[config.mk]
export PLATFORM = sky130hd
export DESIGN_NAME = ring_station_arbiter
export DESIGN_NICKNAME = d
export VERILOG_FILES = /design/src/rtl/ring_station_arbiter.sv
export SDC_FILE = /design/constraint.sdc
export NUM_CORES = 1
export LEC_CHECK = 0
export BUFFER_PORTS_ARGS = -buffer_cell sky130_fd_sc_hd__buf_2
export CAP_MARGIN = 20
export CORE_MARGIN = 10
export CORE_UTILIZATION = 40
export DETAILED_ROUTE_END_ITERATION = 6
export GPL_TIMING_DRIVEN = 0
export PLACE_DENSITY = 0.78
export SYNTH_ARGS = -nofsm -noshare
export SYNTH_HDL_FRONTEND = slang
export SYNTH_SLANG_ARGS = --single-unit
export TNS_END_PERCENT = 100
[constraint.sdc]
create_clock -name clk -period 2 [get_ports clk]
set_input_delay 0 -clock clk [delete_from_list [all_inputs] [get_ports clk]]
set_output_delay 0 -clock clk [all_outputs]
set_load 0.01 [all_outputs]
[src/rtl/ring_station_arbiter.sv]
// ring_station_arbiter
//   Token-ring access controller for one ring station. Captures the TOKEN,
//   grants the station's ring slot round-robin among NREQ local requesters
//   with a bounded hold time, then releases the TOKEN. Slots returning to
//   this station are nullified; local devices may rewrite passing slots.
//
// Ports:
//   clk, reset_n                       clock, asynchronous active-low reset
//   slot_type/source/data_in           upstream ring slot
//   slot_type/source/data_out          downstream ring slot (combinational)
//   req[NREQ]                          per-requester slot request
//   ack[NREQ]                          one-hot grant, slot emitted this cycle
//   dev_drive[NREQ]                    requester rewrites the passing slot
//   dev_slot_type[NREQ*TSIZE]          requester i at [i*TSIZE +: TSIZE]
//   dev_slot_data[NREQ*32]             requester i at [i*32 +: 32]
//   have_token                         high while the station holds the token
module ring_station_arbiter #(
    parameter int unsigned STATION_ID   = 1,
    parameter int unsigned NREQ         = 3,
    parameter int unsigned TSIZE        = 4,
    parameter int unsigned SSIZE        = 4,
    parameter int unsigned TYPE_NULL    = 0,
    parameter int unsigned TYPE_TOKEN   = 1,
    parameter int unsigned MAXHOLD      = 8,
    parameter int unsigned INJECT_TOKEN = 0
) (
    input  logic                  clk,
    input  logic                  reset_n,
    input  logic [TSIZE-1:0]      slot_type_in,
    input  logic [SSIZE-1:0]      slot_source_in,
    input  logic [31:0]           slot_data_in,
    output logic [TSIZE-1:0]      slot_type_out,
    output logic [SSIZE-1:0]      slot_source_out,
    output logic [31:0]           slot_data_out,
    input  logic [NREQ-1:0]       req,
    output logic [NREQ-1:0]       ack,
    input  logic [NREQ-1:0]       dev_drive,
    input  logic [NREQ*TSIZE-1:0] dev_slot_type,
    input  logic [NREQ*32-1:0]    dev_slot_data,
    output logic                  have_token
);

    localparam int unsigned PW = (NREQ > 1) ? $clog2(NREQ) : 1;
    localparam logic [TSIZE-1:0] T_NULL  = TSIZE'(TYPE_NULL);
    localparam logic [TSIZE-1:0] T_TOKEN = TSIZE'(TYPE_TOKEN);
    localparam logic [SSIZE-1:0] MY_ID   = SSIZE'(STATION_ID);
    localparam logic [7:0]       HOLD_MAX = 8'(MAXHOLD);

    typedef enum logic [1:0] {ST_INIT, ST_WAIT, ST_OWN} state_t;

    state_t        state, state_nxt;
    logic [PW-1:0] rr_ptr, rr_nxt;
    logic [7:0]    hold_cnt, hold_nxt;

    logic             gnt_found;
    logic [PW-1:0]    gnt_idx;
    logic [TSIZE-1:0] gnt_type;
    logic [31:0]      gnt_data;
    logic             drv_found;
    logic [TSIZE-1:0] drv_type;
    logic [31:0]      drv_data;
    logic             is_token, returning, can_xmit, hold_ok, grant;

    // Cyclic search starting at rr_ptr; lowest-index search for rewriters.
    always_comb begin
        int unsigned idx;
        gnt_found = 1'b0;
        gnt_idx   = '0;
        gnt_type  = '0;
        gnt_data  = '0;
        drv_found = 1'b0;
        drv_type  = '0;
        drv_data  = '0;
        for (int unsigned i = 0; i < NREQ; i++) begin
            idx = (32'(rr_ptr) + i) % NREQ;
            if (!gnt_found && req[idx]) begin
                gnt_found = 1'b1;
                gnt_idx   = PW'(idx);
                gnt_type  = dev_slot_type[idx*TSIZE +: TSIZE];
                gnt_data  = dev_slot_data[idx*32 +: 32];
            end
            if (!drv_found && dev_drive[i]) begin
                drv_found = 1'b1;
                drv_type  = dev_slot_type[i*TSIZE +: TSIZE];
                drv_data  = dev_slot_data[i*32 +: 32];
            end
        end
    end

    assign is_token  = (slot_type_in == T_TOKEN);
    assign returning = (slot_source_in == MY_ID);
    assign can_xmit  = ((state == ST_WAIT) && is_token && (|req)) || (state == ST_OWN);
    assign hold_ok   = (MAXHOLD == 0) || (hold_cnt < HOLD_MAX);
    assign grant     = can_xmit && (|req) && hold_ok;

    always_comb begin
        state_nxt       = state;
        rr_nxt          = rr_ptr;
        hold_nxt        = hold_cnt;
        ack             = '0;
        slot_type_out   = slot_type_in;
        slot_source_out = slot_source_in;
        slot_data_out   = slot_data_in;

        if (state == ST_INIT) begin
            slot_type_out   = T_TOKEN;
            slot_source_out = '0;
            slot_data_out   = '0;
            state_nxt       = ST_WAIT;
        end else if (grant) begin
            ack             = NREQ'(1) << gnt_idx;
            slot_type_out   = gnt_type;
            slot_source_out = MY_ID;
            slot_data_out   = gnt_data;
            rr_nxt          = (32'(gnt_idx) == NREQ - 1) ? '0 : gnt_idx + 1'b1;
            if (state == ST_OWN)
                hold_nxt = (hold_cnt == 8'hFF) ? hold_cnt : hold_cnt + 8'd1;
            else
                hold_nxt = 8'd1;
            state_nxt = ST_OWN;
        end else if (state == ST_OWN) begin
            // In OWN without a grant, either req dropped or the hold limit hit.
            slot_type_out   = T_TOKEN;
            slot_source_out = '0;
            slot_data_out   = '0;
            hold_nxt        = '0;
            state_nxt       = ST_WAIT;
        end else if (drv_found && !is_token) begin
            slot_type_out   = drv_type;
            slot_data_out   = drv_data;
            slot_source_out = returning ? '0 : slot_source_in;
        end else if (returning) begin
            slot_type_out   = T_NULL;
            slot_source_out = '0;
            slot_data_out   = '0;
        end

        if (!reset_n) begin
            ack             = '0;
            slot_type_out   = T_NULL;
            slot_source_out = '0;
            slot_data_out   = '0;
        end
    end

    assign have_token = reset_n && (state == ST_OWN);

    always_ff @(posedge clk or negedge reset_n) begin
        if (!reset_n) begin
            state    <= (INJECT_TOKEN != 0) ? ST_INIT : ST_WAIT;
            rr_ptr   <= '0;
            hold_cnt <= '0;
        end else begin
            state    <= state_nxt;
            rr_ptr   <= rr_nxt;
            hold_cnt <= hold_nxt;
        end
    end

endmodule

==> flow_summary.toml <==
[route]
drt_iter0_markers = 1248
dr.pass1.iters = 6
via_count = 8180
drtAntennaViolNets = 0
avgViaCountPerCell = 6.70
drc = 0
wl_per_cell_um = 23.6
finalWirelength_um = 28800

[setup_path]
rr_startpoint = "rr_ptr[1]"
max_stage_delay_ns = 0.46
worst-path-buf-inv = 5
crit_start = "rr_ptr[1]"
critical_path_class = "flip-flop to output port"
crit_path_start_kind = "flip-flop"
crit_path_top_delay_cell = "dfrtp_2"
rr_endpoint = "rr_ptr[0]"
cp-end-kind = "output port"
path_cells = "inv_4, ha_4, and2_4, buf_6, nand3b_1, nand3_4, buf_6, buf_12, a311oi_2, o32ai_2, buf_2"
path_delay_family = "buffers and inverters"
path_max_fanout = 10
worstPathRequired_ns = 2.00
cp.arrival_ns = 2.64
r2r_setup_slack_ns = -0.14
rr_worst_depth = 11
crit_top_cell = "buf_6"

[timing]
worstMarginPinSlew_ns = 0.769
hold_viol_final = 0
drv_slew = 0
worst_slack_ns = -0.642
period_share_pct = 132
setup_viol = 41
post-route-min-period_ns = 2.64
fmax_mhz = 378
fin_skew_ns = 0.000976
slew_headroom_pct = 48.6
rsz0062_at_grt = "yes"

[global_routing]
overflow = 0
grt_pass1_vias = 8159
grtUsageTotal_pct = 26.1
grt_start_max_net_pins = 20
grt_pass1_wl_um = 43700
antenna_found_initial = 3

[cells_and_area]
layout.cells.most_common = "buf_2"
final_area_mm2 = 0.00842
drive_above_1_share_pct = 40.9
ff_latch_area_um2 = 304
fill_cells = 1295
fin_nets = 1199
multi_input_area_mm2 = 0.00559
final_cell_mix = "buf_2, mux2i_1, nand2_1"
syn_to_final_growth_pct = 44.3

[logic_synthesis]
avgSynthCellArea_um2 = 7.31
yosysUniqueCellTypes = 59
netlist_area_mm2 = 0.00584
syn_inst = 799
synth-simple-area-share_pct = 20.9
synth_xor_area_share_pct = 0
synth_edf_count = 0
syn-num-nets = 964
yosysSeqAreaShare_pct = 5.17
synth.area.mux_share_pct = 19.1
synth-seq-cells = 12
synthArstFlopShare_pct = 100
synth-compound-area-share_pct = 43.2
synth-adder-area-share_pct = 1.93
synth_top_family_by_area = "compound AO/OA/AOI/OAI gates"
ys.flop_type = "dfrtp_1"
ys_warn_count = 0

[power]
power_density_mw_per_mm2 = 230
p_total_mw = 1.93
ir_drop_mv = 0.855
p_leak_nw = 3.85

[clocking]
cts_buffers = 3
htree_num_levels = 1
cts_sinks = 12
clk_latency_ns = 0.24
cts_root_buf = "clkbuf_16"
cts.clk_slew.worst_paths_ns = 0.04
cts_tree = "built"
clock_path_buffers = 2

[floorplan]
design.die.area_mm2 = 0.0198
die_y_um = 141
num_rows = 44
die_w_um = 141
initial_core_util_pct = 40.5
fp.coreArea_mm2 = 0.0144
num_io_pins = 200

[flow_run]
drv_cap = 0

[placement]
io_buffers = 197
dpl_cell_area_mm2 = 0.00722
dp_hpwl_um = 19600
gp_congestion = 0.946

[worst_hold_path]
hp-class = "input pin to asynchronous set/reset pin"

[outcome]
outcome = "finished, violations left"
violations = "negative setup slack"
==> synthesized netlist by cell type, types with 2 or more instances <==
cell,n,area (um^2)
a21oi_1,38,190
a221oi_1,36,315
a22o_1,3,26.3
a2bb2oi_1,36,315
a311oi_1,36,315
a31oi_1,35,219
a41oi_1,3,26.3
and2_1,11,68.8
and3_1,4,25.0
buf_1,3,11.3
buf_2,29,145
buf_4,14,105
buf_6,12,135
clkbuf_1,37,139
dfrtp_1,11,275
ha_1,9,113
inv_1,8,30.0
mux2i_1,110,1100
nand2_1,82,308
nand2_2,2,12.5
nand3_1,2,10.0
nand3_2,2,20.0
nor2_1,50,188
nor2b_1,42,263
nor3_1,38,190
nor3b_1,2,15.0
o21ai_0,75,375
o21ai_1,5,25.0
o32ai_1,6,52.6
o32ai_2,29,472
==> layer usage <==
metal | track usage [%] | vias to the layer above | part of all wire [%]
met4 | 8.32 | 2 | 3.4
li1 | - | 3604 | -
met1 | 32.9 | 3808 | 38
met2 | 42.0 | 648 | 46
met5 | 0 | - | 0.045
met3 | 7.36 | 118 | 13
==> report_power, final <==
group / switching [mW] / total (mW) / internal [mW]
combinational: 0.715 / 1.28 / 0.568
sequential: 0 / 0.244 / 0.244
clock: 0.105 / 0.407 / 0.302
total: 0.820 / 1.93 / 1.11
==> cell type report <==
| cell class | instances | area share (%) |
|---|---|---|
| inverters | 8 | 0.416 |
| clock buffers | 4 | 1.05 |
| multi-input cells | 685 | 66.3 |
| flip-flops and latches | 12 | 3.61 |
| well taps | 184 | 2.73 |
| diodes | 3 | 0.0891 |
| repair buffers | 231 | 16.6 |
| plain buffers | 93 | 9.19 |
==> cells by family after synthesis <==
kind of cell	Yosys count
AO/OA/AOI/OAI	318
AND/OR/NAND/NOR	246
multiplexers	111
buffers and inverters	103
flip-flops	12
adder cells (fa/ha/maj)	9
==> metrics by stage <==
step                      std cells  setup WS [ns]  TNS, ns  util, %  hold slack [ns]
final                          1220         -0.642   -21.56     58.4            0.229
after floorplan                 799         -0.129    -2.74        -           -0.296
after global routing           1218         -0.697   -24.34     58.4            0.278
after detailed placement       1180         -0.656   -22.34     50.1          -0.0493
after CTS                      1206         -0.572   -19.84     55.4            0.215
after global placement         1180         -0.612   -20.57     50.1          -0.0531
==> flip-flops by register name, summed over array words and instances, names as in the netlist <==
name      flops
hold_cnt      8
rr_ptr        2
state         2
==> how the worst max path moves through the flow <==
stage / to / cells after the start
after detailed placement: slot_data_out[14] / 7
after global routing: slot_data_out[9] / 11
after CTS: slot_data_out[20] / 10
after floorplan: slot_data_out[3] / 9
after global placement: slot_data_out[17] / 7
final: slot_data_out[17] / 11
==> timing repair <==
item                                   in CTS  in global routing
gates cloned                                4                  3
hold buffers                                1                  0
endpoints found under the hold margin      11                  0
pin swaps                                  26                 20
setup endpoints to repair                  41                 42
buffers inserted                           18                 10
resized for setup                         112                 72
Power figures use the tool's default switching activity.
